`src/rtl/uart_rx_tx.sv`:
```
// uart_rx_tx: full-duplex 8E1 UART, fixed CLKS_PER_BIT divider.
// Define UART_PARITY_CHECK_EN to flag received parity errors.
`timescale 1ns/1ps
module uart_rx_tx #(
  parameter int CLKS_PER_BIT = 87
) (
  input  logic       i_Clock,
  input  logic       i_Reset,
  input  logic       i_Tx_DV,
  input  logic [7:0] i_Tx_Byte,
  output logic       o_Tx_Active,
  output logic       o_Tx_Serial,
  output logic       o_Tx_Done,
  input  logic       i_Rx_Serial,
  output logic       o_Rx_DV,
  output logic [7:0] o_Rx_Byte,
  output logic       o_Rx_Parity_Err
);

  localparam int CW = $clog2(CLKS_PER_BIT);
  localparam logic [CW-1:0] LAST = CW'(CLKS_PER_BIT - 1);
  localparam logic [CW-1:0] HALF = CW'((CLKS_PER_BIT - 1) / 2);

  typedef enum logic [2:0] {
    S_IDLE, S_START, S_DATA,
    S_PARITY, S_STOP, S_CLEANUP
  } state_t;

  state_t        tx_state, tx_state_nxt;
  logic [CW-1:0] tx_cnt, tx_cnt_nxt;
  logic [2:0]    tx_idx, tx_idx_nxt;
  logic [7:0]    tx_byte, tx_byte_nxt;

  // TX state and datapath registers
  always_ff @(posedge i_Clock or posedge i_Reset) begin
    if (i_Reset) begin
      tx_state <= S_IDLE;
      tx_cnt   <= '0;
      tx_idx   <= '0;
      tx_byte  <= '0;
    end else begin
      tx_state <= tx_state_nxt;
      tx_cnt   <= tx_cnt_nxt;
      tx_idx   <= tx_idx_nxt;
      tx_byte  <= tx_byte_nxt;
    end
  end

  // TX next state; line level decoded from state
  always_comb begin
    tx_state_nxt = tx_state;
    tx_cnt_nxt   = tx_cnt + CW'(1);
    tx_idx_nxt   = tx_idx;
    tx_byte_nxt  = tx_byte;
    o_Tx_Serial  = 1'b1;
    o_Tx_Active  = 1'b0;
    o_Tx_Done    = 1'b0;
    unique case (tx_state)
      S_IDLE: begin
        tx_cnt_nxt = '0;
        tx_idx_nxt = '0;
        if (i_Tx_DV) begin
          tx_byte_nxt  = i_Tx_Byte;
          tx_state_nxt = S_START;
        end
      end
      S_START: begin
        o_Tx_Serial = 1'b0;
        o_Tx_Active = 1'b1;
        if (tx_cnt == LAST) begin
          tx_cnt_nxt   = '0;
          tx_state_nxt = S_DATA;
        end
      end
      S_DATA: begin
        o_Tx_Serial = tx_byte[tx_idx];
        o_Tx_Active = 1'b1;
        if (tx_cnt == LAST) begin
          tx_cnt_nxt = '0;
          tx_idx_nxt = tx_idx + 3'd1;
          if (tx_idx == 3'd7)
            tx_state_nxt = S_PARITY;
        end
      end
      S_PARITY: begin
        o_Tx_Serial = ^tx_byte;
        o_Tx_Active = 1'b1;
        if (tx_cnt == LAST) begin
          tx_cnt_nxt   = '0;
          tx_state_nxt = S_STOP;
        end
      end
      S_STOP: begin
        o_Tx_Active = 1'b1;
        if (tx_cnt == LAST) begin
          tx_cnt_nxt   = '0;
          tx_state_nxt = S_CLEANUP;
        end
      end
      S_CLEANUP: begin
        o_Tx_Done    = 1'b1;
        tx_cnt_nxt   = '0;
        tx_state_nxt = S_IDLE;
      end
      default: tx_state_nxt = S_IDLE;
    endcase
  end

  logic          rx_meta, rx_sync;
  state_t        rx_state, rx_state_nxt;
  logic [CW-1:0] rx_cnt, rx_cnt_nxt;
  logic [2:0]    rx_idx, rx_idx_nxt;
  logic [7:0]    rx_data, rx_data_nxt;
  logic [7:0]    rx_byte, rx_byte_nxt;
  logic          rx_dv, rx_dv_nxt;
  logic          rx_perr, rx_perr_nxt;
`ifdef UART_PARITY_CHECK_EN
  logic          rx_par, rx_par_nxt;
`endif

  // two-flop synchronizer; idles high like the line
  always_ff @(posedge i_Clock or posedge i_Reset) begin
    if (i_Reset) begin
      rx_meta <= 1'b1;
      rx_sync <= 1'b1;
    end else begin
      rx_meta <= i_Rx_Serial;
      rx_sync <= rx_meta;
    end
  end

  // RX state and datapath registers
  always_ff @(posedge i_Clock or posedge i_Reset) begin
    if (i_Reset) begin
      rx_state <= S_IDLE;
      rx_cnt   <= '0;
      rx_idx   <= '0;
      rx_data  <= '0;
      rx_byte  <= '0;
      rx_dv    <= 1'b0;
      rx_perr  <= 1'b0;
`ifdef UART_PARITY_CHECK_EN
      rx_par   <= 1'b0;
`endif
    end else begin
      rx_state <= rx_state_nxt;
      rx_cnt   <= rx_cnt_nxt;
      rx_idx   <= rx_idx_nxt;
      rx_data  <= rx_data_nxt;
      rx_byte  <= rx_byte_nxt;
      rx_dv    <= rx_dv_nxt;
      rx_perr  <= rx_perr_nxt;
`ifdef UART_PARITY_CHECK_EN
      rx_par   <= rx_par_nxt;
`endif
    end
  end

  // RX next state: mid-bit sampling after a half-bit start check
  always_comb begin
    rx_state_nxt = rx_state;
    rx_cnt_nxt   = rx_cnt + CW'(1);
    rx_idx_nxt   = rx_idx;
    rx_data_nxt  = rx_data;
    rx_byte_nxt  = rx_byte;
    rx_dv_nxt    = 1'b0;
    rx_perr_nxt  = 1'b0;
`ifdef UART_PARITY_CHECK_EN
    rx_par_nxt   = rx_par;
`endif
    unique case (rx_state)
      S_IDLE: begin
        rx_cnt_nxt = '0;
        rx_idx_nxt = '0;
        if (!rx_sync)
          rx_state_nxt = S_START;
      end
      S_START: begin
        if (rx_cnt == HALF) begin
          rx_cnt_nxt   = '0;
          rx_state_nxt = rx_sync ? S_IDLE : S_DATA;
        end
      end
      S_DATA: begin
        if (rx_cnt == LAST) begin
          rx_cnt_nxt  = '0;
          rx_data_nxt = {rx_sync, rx_data[7:1]};
          rx_idx_nxt  = rx_idx + 3'd1;
          if (rx_idx == 3'd7)
            rx_state_nxt = S_PARITY;
        end
      end
      S_PARITY: begin
        if (rx_cnt == LAST) begin
          rx_cnt_nxt   = '0;
`ifdef UART_PARITY_CHECK_EN
          rx_par_nxt   = rx_sync;
`endif
          rx_state_nxt = S_STOP;
        end
      end
      S_STOP: begin
        if (rx_cnt == LAST) begin
          rx_cnt_nxt   = '0;
          rx_state_nxt = S_CLEANUP;
          if (rx_sync) begin
            rx_byte_nxt = rx_data;
            rx_dv_nxt   = 1'b1;
`ifdef UART_PARITY_CHECK_EN
            rx_perr_nxt = rx_par ^ (^rx_data);
`endif
          end
        end
      end
      S_CLEANUP: begin
        rx_cnt_nxt   = '0;
        rx_state_nxt = S_IDLE;
      end
      default: rx_state_nxt = S_IDLE;
    endcase
  end

  assign o_Rx_DV         = rx_dv;
  assign o_Rx_Byte       = rx_byte;
  assign o_Rx_Parity_Err = rx_perr;

endmodule

```
`config.mk`:
```
export PLATFORM = sky130hd
export DESIGN_NAME = uart_rx_tx
export DESIGN_NICKNAME = d
export VERILOG_FILES = /design/src/rtl/uart_rx_tx.sv
export SDC_FILE = /design/constraint.sdc
export NUM_CORES = 1
export LEC_CHECK = 0
export CORE_ASPECT_RATIO = 2
export CORE_MARGIN = 2
export CORE_UTILIZATION = 45
export CTS_BUF_LIST = sky130_fd_sc_hd__clkbuf_4 sky130_fd_sc_hd__clkbuf_8
export DETAILED_ROUTE_END_ITERATION = 10
export GPL_ROUTABILITY_DRIVEN = 0
export PLACE_DENSITY = 0.65
export SYNTH_ARGS = -nofsm -noshare
export SYNTH_HDL_FRONTEND = slang
export SYNTH_SLANG_ARGS = --single-unit
```
`constraint.sdc`:
```
create_clock -name i_Clock -period 2.2 [get_ports i_Clock]
set_clock_uncertainty 0.2 [all_clocks]
set_input_delay 0.33 -clock i_Clock [delete_from_list [all_inputs] [get_ports i_Clock]]
set_output_delay 0.33 -clock i_Clock [all_outputs]
set_load 0.05 [all_outputs]
```
==> After elaboration in Yosys (flattened, before gate mapping) <==
Cells that the tools add are included.
{ "totals": {"input_bits": 12, "word_cells": 92, "output_inout_bits": 13, "register_bits": 53} }
{ "classes": {"n_lt_le_gt_ge": 1, "n_eq_ne": 27, "addsub": 4, "n_reduce_logical": 16, "mux": 32} }
{ "op_table": {"columns": ["cell", "count"], "rows": [
  ["$mux W3", 14],
  ["$pmux W3 S5", 2],
  ["$ne A2 B2 Y1 const B", 12],
  ["$mux W7", 3],
  ["$pmux W7 S3", 1],
  ["$eq A3 B3 Y1 const B", 6],
  ["$add A7 B1 Y7 const B", 2],
  ["$eq A7 B7 Y1 const B", 2],
  ["$pmux W7 S2", 1],
  ["$eq A3 B2 Y1 const B", 4],
  ["$pmux W3 S2", 2],
  ["$reduce_and A6 Y1", 2],
  ["$reduce_and A2 Y1", 4],
  ["$reduce_xor A8 Y1", 1],
  ["$eq A7 B6 Y1 const B", 1],
  ["$add A3 B1 Y3 const B", 2],
  ["$eq A3 B1 Y1 const B", 2],
  ["$logic_not A3 Y1", 2],
  ["$mux W1", 6],
  ["$lt A3 B4 Y1 const B", 1],
  ["$reduce_bool A2 Y1", 2],
  ["$reduce_or A2 Y1", 2],
  ["$reduce_or A4 Y1", 1],
  ["$bmux W1 S3", 1],
  ["4 further kinds", 4]
]} }

==> Logic depth before layout (Yosys ltp) <==
{ "depth": {"depth_word": 4, "ltp_mapped": 7, "depth_no_buf": 6} }

==> Worst setup path before layout <==
OpenSTA, ideal clock, no wires.
{ "synth_path": {"path_kind": "register to output", "start": "register tx_idx[0]", "end": "output port o_Tx_Serial", "stages_incl_launch_ff": 5, "arrival_time_ns": 1.765, "required_time_ns": 1.670, "path_slack_ns": -0.095, "n_path_buf": 0, "path_cell_list": "dfrtp_1 > mux4_2 > nand2b_1 > o311ai_0 > o221ai_1"} }
{ "synth_via": {"elab_chain_cells": 3} }
{ "synth_lines": {"columns": ["element", "line", "rtl"], "rows": [
  ["from (decl)", "31", "logic [2:0] tx_idx, tx_idx_nxt;"],
  ["from (signal assigned)", "44", "tx_idx <= tx_idx_nxt;"],
  ["$bmux W1 S3", "76", "o_Tx_Serial = tx_byte[tx_idx];"],
  ["$mux W1 (not written as such)", "76", null],
  ["$pmux W1 S3", "58", "unique case (tx_state)"],
  ["to (decl)", "12", "output logic o_Tx_Serial,"]
]} }
No other way between the ends. The select of a mux whose other input is x is not followed.

==> Worst setup path in the final report <==
Same ends and word-level chain as after synthesis.

==> flow_summary.ini <==
[routing]
post_drt_via_cell_ratio = 5.569
drt-initial-drc-count = 37
drc = 0
wl_um = 5034
vias = 1782
first_pass_iters = 4
postRouteAntennaNets = 0
wl_per_cell_um = 15.73

[clock_tree]
cts_sinks = 53
clk_latency_ns = 0.32
cts_made_buffers = 5
cts-root-buf = clkbuf_8
clk_pin_slew_ns = 0.10
cts_hold_buffers = 0
h-tree-depth = 2
clockBufferDepth = 2
cts_tree = yes

[critical_path]
crit_type = register to primary output
endpoint_kind = primary output
cp.required_ns = 1.67
crit_path_start = tx_idx[0]
cp_max_fo = 2
reg2reg_from = rx_cnt[0]
start_kind = register
worstPathArrival_ns = 1.72

[timing]
whs_ns = 0.1607
setup_ws_ns = -0.04617
rsz0062_at_grt = true
min_period_over_period_pct = 102.1
worstMarginPinSlew_ns = 0.5120
period_needed_ns = 2.246
hold_viol = 0
drv_slew = 0
max_freq_ghz = 0.4452
setup_viol = 1
max_slew_margin_pct = 65.82

[synth]
synth_fp_nets = 243
yosys-top-cells-count = dfrtp_1 (51), mux2_2 (24), nor2_1 (17)
synth_edf_count = 0
ys_top_cells_by_area = dfrtp_1 (48%), mux2_2 (10%), xnor2_1 (4.6%)
synth.yosys.seq_area_share_pct = 50.26
ys_ff_latch = 53
yosys_warnings = 0
synth_top_cell_by_area = dfrtp_1
synth_top_area_share_pct = 48.27
yosysMostFrequentCell = dfrtp_1
syn_area_um2 = 2644
ys.flop_type = dfrtp_1
ys_types = 54
async_flop_share_pct = 100.0
syn_area_per_cell_um2 = 11.86
syn_inst = 223

[run_status]
status = complete, but fails checks
violations = setup timing

[placement]
postPlaceCellArea_um2 = 3032
place_hpwl_um = 3771
preCtsSetupSlack_ns = 0.1818
port_buffers = 23

[global_route]
antenna_found_initial = 0
grt_max_degree = 24
grtUsageTotal_pct = 17.69
overflow = 0
grt_pass1_vias = 1850
grt_pass1_wl_um = 8714

[power]
power_density_nw_per_um2 = 526.2
ir_drop_mv = 0.4740
p_leak_nw = 1.450

[floorplanning]
die_x_um = 58.20
dieArea_um2 = 6542
io_pins = 25
coreArea_um2 = 5709
initial_utilization_pct = 46.31
rows = 39
dieHeight_um = 112.4

[cells_and_area]
area_growth_pct = 19.07
antennaDiodeCount = 0
nNetsFinal = 278
final_core_util_pct = 55.14
drive_gt1_share_pct = 25.87
final_cell_area_um2 = 3148

[flow_run]
drv_cap = 0

[min_path]
hp-class = primary input to async pin
metrics by stage:
stage	total power, mW	cells	TNS, ns
finish	1.656	320	-0.04617
global route	1.734	320	-0.1093
CTS	1.693	320	-0.08355
detailed placement	1.134	312	0
global placement	1.132	312	0
floorplan	1.088	223	0
repair_timing:
item | CTS | global route
hold endpoints to repair | 0 | 0
gates resized for setup | 6 | 0
endpoints found under the setup margin | 1 | 1
setup buffers | 0 | 0
pin swaps | 1 | 1
cells by family (layout without fill, tap and decap cells):
group | after synthesis | after routing | synth area share, %
other | 1 | 1 | 0.1418
DFF | 53 | 53 | 50.26
xor gates and xnor gates | 19 | 19 | 6.294
adders and majority gates | 8 | 8 | 3.786
buffers and inverters | 14 | 50 | 2.839
and+or+nand+nor | 61 | 61 | 14.15
AOI/OAI and AO/OA | 39 | 39 | 10.08
muxes | 28 | 28 | 12.45
registers in the layout, summed over array words and instances, names as in the netlist:
register	cells
o_Rx_Byte	8
rx_data	8
tx_byte	8
rx_cnt	7
tx_cnt	7
rx_idx	3
rx_state	3
tx_idx	3
tx_state	3
o_Rx_DV	1
rx_meta	1
rx_sync	1
placed cells by master, fill, tap and decap left out, drive strengths merged, types with 5 or more instances in the layout:
master	Yosys	routed
mux2	26	26
buf	7	16
a21oi	13	13
nand3	6	6
clkdlybuf4s50	0	20
xor2	5	5
ha	8	8
clkbuf	1	5
xnor2	14	14
nand2	11	11
a22o	5	5
dfrtp	51	51
inv	5	5
nor2	18	18
power by group:
group	total [mW]	leakage [nW]	internal (mW)	switching, mW
Combinational	0.115	0.702	0.0510	0.0638
Clock	0.544	0.0439	0.220	0.324
Sequential	0.997	0.704	0.987	0.0104
per-layer routing:
layer | vias up | part of all wire [%] | GRT usage [%]
met3 | 17 | 3.1 | 4.032
met4 | 0 | 3.6 | 9.457
met1 | 873 | 38 | 18.62
met2 | 36 | 55 | 31.36
li1 | 856 | - | -
met5 | - | 0 | 0
critical path, stage by stage, from the launching register on:
cell and delay, ns:
dfrtp_1 0.39, mux4_2 0.50, nand2b_4 0.16, o311ai_4 0.06, o221ai_2 0.12, buf_6 0.17
cell type report:
class,instances,area (um2)
clock buffer,5,68.82
clock inverter,3,17.52
fill,498,2561
inverter,6,22.52
multi-input combinational,156,1271
sequential,53,1330
tap,61,76.32
timing repair buffer,36,361.6
path summary, 6_finish.rpt:
| path | endpoint | slack, ns | depth (start not counted) |
|---|---|---|---|
| setup / recovery | o_Tx_Serial | -0.05 | 5 |
| hold / removal | o_Rx_Byte[2] | 0.16 | 2 |
| setup reg to reg | rx_cnt[6] | 0.24 | 6 |
| hold reg to reg | rx_sync | 0.16 | 0 |
| max in group asynchronous | tx_cnt[0] | 1.07 | 3 |
| min in group i_Clock | rx_sync | 0.16 | 0 |
Note: power is estimated with default switching activity, not from simulation.
